--- src/rtl/fetch_unit_pkg.sv ---
// Shared constants, state encoding and helpers for the instruction-fetch stage.
package fetch_pkg;

  // Canonical RISC-V NOP (addi x0, x0, 0) used to fill IF/ID bubbles.
  localparam logic [31:0] NOP_INSTR = 32'h00000013;

  // Low address bits that must be zero for a 4-byte aligned target.
  localparam logic [1:0] ALIGN_MASK = 2'b11;

  // Fetch sequencing states.
  typedef enum logic [1:0] {
    BOOT = 2'd0,
    RUN  = 2'd1,
    HOLD = 2'd2
  } fetch_state_t;

  // True when the low address bits of a target violate word alignment.
  function automatic logic is_misaligned(input logic [1:0] addr_lsb);
    return ((addr_lsb & ALIGN_MASK) != 2'b00);
  endfunction

endpackage

--- src/rtl/fetch_unit_if.sv ---
// Instruction-memory bus between the fetch stage (master) and a synchronous-read memory (slave).
interface fetch_unit_if #(
  parameter int XLEN = 64
);
  logic [XLEN-1:0] imem_addr;
  logic            imem_en;
  logic [31:0]     imem_rdata;

  modport master (
    output imem_addr,
    output imem_en,
    input  imem_rdata
  );

  modport slave (
    input  imem_addr,
    input  imem_en,
    output imem_rdata
  );
endinterface

--- src/rtl/fetch_unit_sat_counter.sv ---
// Saturating up-counter with synchronous active-high reset.
module sat_counter #(
  parameter int W = 16
) (
  input  logic         clk,
  input  logic         reset,
  input  logic         inc,
  output logic [W-1:0] count
);

  localparam logic [W-1:0] MAX_VAL = {W{1'b1}};
  localparam logic [W-1:0] ONE_VAL = {{(W-1){1'b0}}, 1'b1};

  logic [W-1:0] r_count;

  // Count accepted events, sticking at the all-ones value.
  always_ff @(posedge clk) begin
    if (reset) begin
      r_count <= {W{1'b0}};
    end else if (inc && (r_count != MAX_VAL)) begin
      r_count <= r_count + ONE_VAL;
    end else begin
      r_count <= r_count;
    end
  end

  assign count = r_count;

endmodule

--- src/rtl/fetch_unit.sv ---
// Instruction-fetch stage: PC generation, synchronous-read imem control, IF/ID register,
// flush bubbling, misaligned-target trapping and a saturating redirect counter.
module fetch_unit
  import fetch_pkg::*;
#(
  parameter int              XLEN     = 64,
  parameter logic [XLEN-1:0] RESET_PC = 64'h0,
  parameter logic [XLEN-1:0] TRAP_VEC = 64'h100,
  parameter int              CNT_W    = 16
) (
  input  logic              clk,
  input  logic              reset,
  input  logic              i_flush,
  input  logic [XLEN-1:0]   i_branch_target,
  input  logic              i_stall,
  fetch_unit_if.master      imem,
  output logic [XLEN-1:0]   o_ifid_pc,
  output logic [31:0]       o_ifid_instr,
  output logic              o_ifid_valid,
  output logic              o_misalign_err,
  output logic [XLEN-1:0]   o_misalign_addr,
  output logic [CNT_W-1:0]  o_flush_count
);

  localparam logic [XLEN-1:0] PC_STEP = {{(XLEN-3){1'b0}}, 3'b100};
  localparam logic [XLEN-1:0] ZERO_X  = {XLEN{1'b0}};

  fetch_state_t    r_state;
  logic [XLEN-1:0] r_pc;
  logic [XLEN-1:0] r_req_pc;
  logic            r_req_valid;
  logic [XLEN-1:0] r_ifid_pc;
  logic [31:0]     r_ifid_instr;
  logic            r_ifid_valid;
  logic            r_misalign_err;
  logic [XLEN-1:0] r_misalign_addr;

  fetch_state_t    w_state_nxt;
  logic [XLEN-1:0] w_pc_nxt;
  logic [XLEN-1:0] w_req_pc_nxt;
  logic            w_req_valid_nxt;
  logic [XLEN-1:0] w_ifid_pc_nxt;
  logic [31:0]     w_ifid_instr_nxt;
  logic            w_ifid_valid_nxt;
  logic            w_misalign_err_nxt;
  logic [XLEN-1:0] w_misalign_addr_nxt;
  logic            w_misaligned;
  logic [XLEN-1:0] w_tgt;
  logic [CNT_W-1:0] w_flush_count;

  // A misaligned redirect is steered to the trap vector instead of the bad address.
  always_comb begin
    w_misaligned = is_misaligned(i_branch_target[1:0]);
    if (w_misaligned) begin
      w_tgt = TRAP_VEC;
    end else begin
      w_tgt = i_branch_target;
    end
  end

  // Memory request: a flush presents its target immediately; BOOT always fetches.
  always_comb begin
    imem.imem_addr = r_pc;
    imem.imem_en   = 1'b0;
    if (i_flush) begin
      imem.imem_addr = w_tgt;
      imem.imem_en   = 1'b1;
    end else if (r_state == BOOT) begin
      imem.imem_addr = r_pc;
      imem.imem_en   = 1'b1;
    end else begin
      imem.imem_addr = r_pc;
      imem.imem_en   = ~i_stall;
    end
  end

  // Next-state and next-register computation; flush beats stall beats normal flow.
  always_comb begin
    w_state_nxt         = r_state;
    w_pc_nxt            = r_pc;
    w_req_pc_nxt        = r_req_pc;
    w_req_valid_nxt     = r_req_valid;
    w_ifid_pc_nxt       = r_ifid_pc;
    w_ifid_instr_nxt    = r_ifid_instr;
    w_ifid_valid_nxt    = r_ifid_valid;
    w_misalign_err_nxt  = r_misalign_err;
    w_misalign_addr_nxt = r_misalign_addr;

    if (i_flush) begin
      // Wrong-path data in flight is dropped; target fetch is issued this cycle.
      w_pc_nxt         = w_tgt + PC_STEP;
      w_req_pc_nxt     = w_tgt;
      w_req_valid_nxt  = 1'b1;
      w_ifid_pc_nxt    = ZERO_X;
      w_ifid_instr_nxt = NOP_INSTR;
      w_ifid_valid_nxt = 1'b0;
      w_state_nxt      = RUN;
      if (w_misaligned && !r_misalign_err) begin
        w_misalign_err_nxt  = 1'b1;
        w_misalign_addr_nxt = i_branch_target;
      end else begin
        w_misalign_err_nxt  = r_misalign_err;
        w_misalign_addr_nxt = r_misalign_addr;
      end
    end else begin
      case (r_state)
        BOOT: begin
          // First fetch after reset; nothing is in flight yet, so IF/ID stays a bubble.
          w_req_pc_nxt     = r_pc;
          w_req_valid_nxt  = 1'b1;
          w_pc_nxt         = r_pc + PC_STEP;
          w_ifid_pc_nxt    = ZERO_X;
          w_ifid_instr_nxt = NOP_INSTR;
          w_ifid_valid_nxt = 1'b0;
          w_state_nxt      = RUN;
        end
        RUN, HOLD: begin
          if (!i_stall) begin
            w_ifid_pc_nxt    = r_req_pc;
            w_ifid_instr_nxt = imem.imem_rdata;
            w_ifid_valid_nxt = r_req_valid;
            w_req_pc_nxt     = r_pc;
            w_pc_nxt         = r_pc + PC_STEP;
            w_state_nxt      = RUN;
          end else begin
            // Memory is disabled, so its held output stays paired with req_pc.
            w_state_nxt = HOLD;
          end
        end
        default: begin
          w_state_nxt = BOOT;
        end
      endcase
    end
  end

  // Pipeline registers with synchronous reset.
  always_ff @(posedge clk) begin
    if (reset) begin
      r_state         <= BOOT;
      r_pc            <= RESET_PC;
      r_req_pc        <= ZERO_X;
      r_req_valid     <= 1'b0;
      r_ifid_pc       <= ZERO_X;
      r_ifid_instr    <= NOP_INSTR;
      r_ifid_valid    <= 1'b0;
      r_misalign_err  <= 1'b0;
      r_misalign_addr <= ZERO_X;
    end else begin
      r_state         <= w_state_nxt;
      r_pc            <= w_pc_nxt;
      r_req_pc        <= w_req_pc_nxt;
      r_req_valid     <= w_req_valid_nxt;
      r_ifid_pc       <= w_ifid_pc_nxt;
      r_ifid_instr    <= w_ifid_instr_nxt;
      r_ifid_valid    <= w_ifid_valid_nxt;
      r_misalign_err  <= w_misalign_err_nxt;
      r_misalign_addr <= w_misalign_addr_nxt;
    end
  end

  sat_counter #(
    .W (CNT_W)
  ) u_flush_cnt (
    .clk   (clk),
    .reset (reset),
    .inc   (i_flush),
    .count (w_flush_count)
  );

  assign o_ifid_pc       = r_ifid_pc;
  assign o_ifid_instr    = r_ifid_instr;
  assign o_ifid_valid    = r_ifid_valid;
  assign o_misalign_err  = r_misalign_err;
  assign o_misalign_addr = r_misalign_addr;
  assign o_flush_count   = w_flush_count;

endmodule

--- src/flat_wrapper.sv ---
// flat-port wrapper written by rule: the top's interface ports become plain ports
module fetch_unit_flat import fetch_pkg::*;
#(
  parameter int              XLEN     = 64,
  parameter logic [XLEN-1:0] RESET_PC = 64'h0,
  parameter logic [XLEN-1:0] TRAP_VEC = 64'h100,
  parameter int              CNT_W    = 16
)
  (clk, reset, i_flush, i_branch_target, i_stall, o_ifid_pc, o_ifid_instr, o_ifid_valid, o_misalign_err, o_misalign_addr, o_flush_count, imem_imem_addr, imem_imem_en, imem_imem_rdata);
  fetch_unit_if #(.XLEN(XLEN)) imem_i ();
  input  logic clk;
  input  logic reset;
  input  logic i_flush;
  input  logic [XLEN-1:0] i_branch_target;
  input  logic i_stall;
  output logic [XLEN-1:0] o_ifid_pc;
  output logic [31:0] o_ifid_instr;
  output logic o_ifid_valid;
  output logic o_misalign_err;
  output logic [XLEN-1:0] o_misalign_addr;
  output logic [CNT_W-1:0] o_flush_count;
  output wire logic [$bits(imem_i.imem_addr)-1:0] imem_imem_addr;
  output wire logic [$bits(imem_i.imem_en)-1:0] imem_imem_en;
  input wire logic [$bits(imem_i.imem_rdata)-1:0] imem_imem_rdata;
  assign imem_imem_addr = imem_i.imem_addr;
  assign imem_imem_en = imem_i.imem_en;
  assign imem_i.imem_rdata = imem_imem_rdata;
  fetch_unit #(.XLEN(XLEN), .RESET_PC(RESET_PC), .TRAP_VEC(TRAP_VEC), .CNT_W(CNT_W)) u_core (.clk(clk), .reset(reset), .i_flush(i_flush), .i_branch_target(i_branch_target), .i_stall(i_stall), .imem(imem_i), .o_ifid_pc(o_ifid_pc), .o_ifid_instr(o_ifid_instr), .o_ifid_valid(o_ifid_valid), .o_misalign_err(o_misalign_err), .o_misalign_addr(o_misalign_addr), .o_flush_count(o_flush_count));
endmodule
--- config.mk ---
export PLATFORM = sky130hd
export DESIGN_NAME = fetch_unit_flat
export DESIGN_NICKNAME = d
export VERILOG_FILES = /design/src/rtl/fetch_unit_pkg.sv /design/src/rtl/fetch_unit_if.sv /design/src/rtl/fetch_unit_sat_counter.sv /design/src/rtl/fetch_unit.sv /design/src/flat_wrapper.sv
export SDC_FILE = /design/constraint.sdc
export NUM_CORES = 1
export LEC_CHECK = 0
export CORE_UTILIZATION = 53
export CTS_CLUSTER_DIAMETER = 100
export DETAILED_ROUTE_END_ITERATION = 7
export PLACE_DENSITY = 0.86
export SYNTH_ARGS = -nofsm -noshare
export SYNTH_HDL_FRONTEND = slang
export SYNTH_SLANG_ARGS = --single-unit
export TNS_END_PERCENT = 30
--- constraint.sdc ---
create_clock -name clk -period 9.6 [get_ports clk]
set_input_delay 0.96 -clock clk [delete_from_list [all_inputs] [get_ports clk]]
set_output_delay 0.96 -clock clk [all_outputs]
set_load 0.03 [all_outputs]
# After elaboration in Yosys (flattened, before gate mapping)
# Index checks and enable logic that the tools add are counted.
# word_totals
ff_bits,309
latch_bits,0
ramBits,0
romBits,0
in_bits,100
output_inout_bits,243
elab_cells,54
memories,0
# classes
n_addsub,3
mul,0
n_div,0
order_cmp,0
n_eq_ne,5
shifts,0
n_mux,21
bitwise_logic,1
n_reduce_logical,13
# op_table
op,n
2-to-1 mux 64 bit,7
case mux 64 bit (2 select lines),3
adder 64 x 3 -> 64 bit (second input constant),2
case mux 32 bit (2 select lines),1
2-to-1 mux 32 bit,1
adder 16 x 1 -> 16 bit (second input constant),1
inequality test 16 bit (second input constant),1
2-to-1 mux 1 bit,6
AND reduction 2 bit,3
nonzero test 2 bit,3
case mux 2 bit (2 select lines),1
OR reduction 2 bit,2
inequality test 3 bit (second input constant),1
nonzero test 3 bit,1
== test 2 x 1 -> 1 bit (second input constant),1
== test 2 bit (second input constant),1
logical AND 1 bit,2
zero test 2 bit,1
2-to-1 mux 2 bit,1
inequality test 2 bit (second input constant),1
case mux 1 bit (2 select lines),1
zero test 1 bit,1
NOT 1 bit,1

# Logic depth before layout (Yosys ltp)
# depth
ltp_word,4
ltp_mapped,14
depth_no_buf,9

# By module
# Synthesis repeated with hierarchy kept, for this count alone.
# unflattened
hier_cells,1636
area_unflattened_um2,13556.8
# modules_own_cells
mod,n_inst,cells_per_inst,area_per_inst_um2,seq_area_each_um2
fetch_unit,1,1537,12708.4,5865.6
sat_counter,1,99,848.3,320.3

# Least setup slack after synthesis
# No wires, ideal clock.
# synth_timing
path_kind,in2reg
startpoint,input port i_branch_target[0]
endpoint,register u_core.r_pc[58]
setup_time_ps,122
t_arrival_ps,4773
required_time_ps,9478
setup_slack_ps,4705
path_stages,12
n_path_buf,3
cell_sequence,buf_2 > nor3b_4 > clkbuf_1 > clkbuf_1 > a22o_1 > ha_1 > o221ai_2 > or3_1 > or4b_4 > or4_4 > o2111a_1 > a311o_1
# synth_via
elab_chain_cells,4
# synth_rtl
element,line_no,source
from (decl),flat_wrapper.sv:14,input logic [XLEN-1:0] i_branch_target;
nonzero test 2 bit,fetch_unit_pkg.sv:19,return ((addr_lsb & ALIGN_MASK) != 2'b00);
2-to-1 mux 64 bit *,fetch_unit.sv:54,if (w_misaligned) begin
adder 64 x 3 -> 64 bit *,fetch_unit.sv:91,w_pc_nxt = w_tgt + PC_STEP;
2-to-1 mux 64 bit *,fetch_unit.sv:89,if (i_flush) begin
to (signal assigned),fetch_unit.sv:151,r_pc <= w_pc_nxt;
to (decl),fetch_unit.sv:29,logic [XLEN-1:0] r_pc;
# Every way passes the cells marked *; elsewhere a longest branch is shown, timed or not.
# A chain may end at the register's enable or synchronous reset.

# Worst setup path after layout
# layout_timing
startpoint,input port i_flush
endpoint,register u_core.r_pc[58]
# layout_via
elab_chain_cells,2
word_cells_on_any_way,4
cone_classes,eq/ne: 1; mux: 1; reduce/logical: 2
# layout_rtl
element,line_no,source
from (decl),flat_wrapper.sv:13,input logic i_flush;
inequality test 3 bit (no source line) or nonzero test 3 bit (tied branches),-,
AND reduction 2 bit (no source line),-,
# Parallel ways exist; a longest one is shown, timed or not.

==> summary.md <==
| Metric | Value |
|---|---|
| P_int | 2.37 mW |
| Peak Freq | a little over 0.2 GHz |
| Crit path max-delay cell type | buf_4 |
| Fillers | around 1800 |
| FF+latch area | about 6200 um^2 |
| Worst vdd ir | 0.145 mV |
| FF-to-FF Start | u_core.r_state[0] |
| Num CTS Buffers | 34 |
| Crit path capture type | register |
| Final setup viols | 0 |
| Post-CTS Setup Inserts | 0 |
| Clk slew on worst S/H paths | 0.06 ns |
| Flop pwr share | 42.4% |
| Share of layout cells above drive strength 1 | around 5.3% |
| CTS max path bufs | 3 |
| Dpl hpwl | around 29000 um |
| H-tree depth | 2 |
| Critical Path Max Stage Delay | between 0.6 and 0.7 ns |
| WP data required | 10.00 ns |
| Drt pass-1 iters | 6 |
| Starting Density | a little over half |
| Critical Path AT | ~5.2 ns |
| Hold Crit Start | u_core.r_pc[39] |
| Syn_area_per_cell | around 8.3 um^2 |
| CP Max Fanout | between 80 and 90 |
| Outcome | completed |
| Placed inst area | between 15000 and 20000 um^2 |
| Hold path depth | 2 |
| Routed wire length per instance | 19.6 um |
| # rows | 57 |
| Hold Slack | 0.447 ns |
| Remaining antenna violation count | 0 |
| CTS Sinks | 309 |
| Final routed DRC violation total | 0 |
| Setup slack, reg-to-reg | approximately 5.5 ns |
| Multi-input logic area | approximately 6300 um^2 |
| Sw Pwr | slightly below 900 uW |
| Largest net degree at the start of global routing | slightly below 100 |
| Post-Route WL | roughly 43000 um |
| Die width | ~160 um |
| RePlAce Congestion | ~0.91 |
| Logic pwr share | between 10% and 20% |
| Syn Nets | around 1700 |
| Root Driver | clkbuf_16 |
| Synth cell types | 75 |
| Most common cell after layout, fill and taps aside | clkdlybuf4s50_1 |
| Post-synth EDFFs | 0 |
| Die Y | 160 um |
| Post_cts resized | 0 |
| GR Overflow Total | 0 |
| Top Family by Delay on Critical Path | simple AND/OR/NAND/NOR gates |
| Sequential area share after synthesis | around 47% |
| Post-Syn Instances | 1583 |
| Die ar. | 25500 um^2 |
| PwrDens | ~180 nW/um^2 |
| Synth warnings | 0 |
| Number of global-route vias before repair | ~12000 |
| Commonest cells after routing, fill and taps aside | clkdlybuf4s50_1 (340), dfxtp_1 (309), nor2_1 (229), nand2_1 (214), a22oi_1 (103) |
| Fin Clk Skew | between 0.015 and 0.02 ns |
| Final nets | between 1500 and 2000 |
| Post-CTS Hold Buffers | 0 |
| Port Buffers | roughly 340 |
| WS Path Type | in -> reg |
| Crit path time final | 4.82 ns |
| N_diodes | 0 |
| Via/cell ratio | about 6 |
| Worst Setup Slack, final | about 4.8 ns |
| Post-synth top flop | dfxtp_1 |
| Hold crit path type | reg -> reg |
| CTS tree | done |
| Cell Area, Synth | approximately 13000 um^2 |
| Buf/Inv on CP | 2 |
| Synth-to-layout area growth | 35.7% |
| Clock share of power | a little over two fifths |
| Setup TNS | 0 ns |
| Worst slew margin | approximately 25% |
| Worst skew pair latency | 0.51 ns |
| Final design area excluding fillers | 17900 um^2 |
| Antenna violations before repair | 0 |
| Total of max-cap violations | 0 |
| Area of the core | between 20000 and 25000 um^2 |
| Sw Ratio | 26.9% |
| Crit start category | input pin |
| CP cell instances | buf_2, buf_4, nor3b_4, a21o_1, ha_1, o221ai_2, or3_1, or4b_4, or4_4, o2111a_1, a311o_1 |
| First-pass GRT wire length | 67100 um |
| Slew @ Worst Pin | 1.13 ns |
| R2r worst-path depth | 8 |
| Asr flop ratio synth | 0% |
| Min-Delay Endpoint | u_core.r_pc[39] |
| Final Max Slew Viols | 0 |
| Vias | between 10000 and 15000 |
| IO Pins | about 340 |
| Crit share post-route | between 50% and 60% |
| DRT iter0 DRCs | 1441 |
| RSZ-0062 raised after global routing | no |
| Final hold vios | 0 |
| Reg2reg end | u_core.r_pc[36] |
| Lkg Pwr | roughly 6.5 nW |
| Place WS | between 4 and 5 ns |
| GRT Util Overall | between 30% and 40% |
| Seq cells post-synth | 309 |
worst register-to-register path: stages (launching register included):
cell	delay (ns)
dfxtp_1	0.34
inv_1	0.05
ha_1	0.35
nand2b_1	0.23
o21a_4	0.93
nand2_4	0.74
nand2_1	0.87
a211oi_1	0.12
a311o_1	0.36
layout make-up:
cell class,instances,share of cell area [%]
Clock buffer,48,5.74
Clock inverter,13,1.02
Inverter,54,1.13
Multi-Input combinational cell,1097,35.5
Sequential cell,309,34.6
Tap cell,324,2.27
Timing Repair Buffer,358,19.8
layer usage:
| layer | vias up | part of all wire (%) | track usage (%) |
|---|---|---|---|
| li1 | 6092 | - | - |
| met1 | 6203 | 42 | 44.2 |
| met2 | 711 | 44 | 50.6 |
| met3 | 107 | 10 | 7.35 |
| met4 | 0 | 3.4 | 12.8 |
| met5 | - | 0 | 0 |
stage by stage:
| stage | util (%) | std cells | total power, mW |
|---|---|---|---|
| after floorplan | - | 1583 | 1.67 |
| after global placement | 68.4 | 2142 | 1.85 |
| after detailed placement | 68.4 | 2142 | 1.86 |
| after CTS | 73.3 | 2203 | 3.25 |
| after global routing | 73.3 | 2203 | 3.35 |
| final | 73.3 | 2203 | 3.24 |
Yosys cell counts (6+ instances only):
library cell  instances  share of area, %
nand4bb_1            13               1.1
xnor2_1              35               2.3
dfxtp_1             309                47
nand3b_1             12              0.68
a22oi_1             103               5.9
a211oi_1             55               3.1
or4_1                 6              0.34
nand4_1              16              0.76
buf_1                11              0.31
inv_1                53               1.5
a21oi_1             100               3.8
xor2_1               15               1.0
nor2_1              230               6.5
nand2_1             216               6.1
nor3_1               42               1.6
clkbuf_1             95               2.7
or3_1                 8              0.38
buf_2                15              0.57
and2_1               13              0.62
nand3_1              34               1.3
nor4_1               15              0.71
a311o_1               6              0.46
o22ai_1               8              0.38
nor2b_1              21               1.0
nand2b_1             16              0.76
o21ai_0              24              0.91
and4_1                7              0.47
flip-flops by register name, summed over array words and instances (netlist names), 2 cells and up:
signal	count
u_core.o_ifid_pc	64
u_core.o_misalign_addr	64
u_core.r_pc	64
u_core.r_req_pc	64
u_core.o_ifid_instr	32
u_core.u_flush_cnt.count	16
u_core.r_state	2
kinds of logic after synthesis:
| group | count (synthesis) | share of synthesized area (%) |
|---|---|---|
| AOI/OAI and AO/OA | 354 | 18.6 |
| xor gates and xnor gates | 50 | 3.32 |
| adders and majority gates | 4 | 0.380 |
| buffers and inverters | 177 | 5.30 |
| DFF | 309 | 46.9 |
| muxes | 4 | 0.304 |
| and+or+nand+nor | 685 | 25.2 |
power groups by stage:
stage	clock (mW)	sequential (mW)	combinational (mW)
floorplan	0	1.43	0.238
global placement	0	1.40	0.459
detailed placement	0	1.40	0.465
CTS	1.41	1.37	0.468
global route	1.47	1.38	0.502
finish	1.39	1.37	0.473
how the worst max path moves through the flow:
stage	start	endpoint	slack [ns]	cells after the start
6_report	i_flush	u_core.r_pc[58]	4.78	11
5_1_grt	i_flush	u_core.r_pc[62]	4.51	11
4_1_cts	i_flush	u_core.r_pc[58]	4.87	11
3_5_place_dp	i_flush	u_core.r_pc[62]	4.32	11
3_3_place_gp	i_flush	u_core.r_pc[58]	4.44	11
2_1_floorplan	i_branch_target[0]	u_core.r_pc[58]	4.70	12
(Power assumes the default switching activity.)
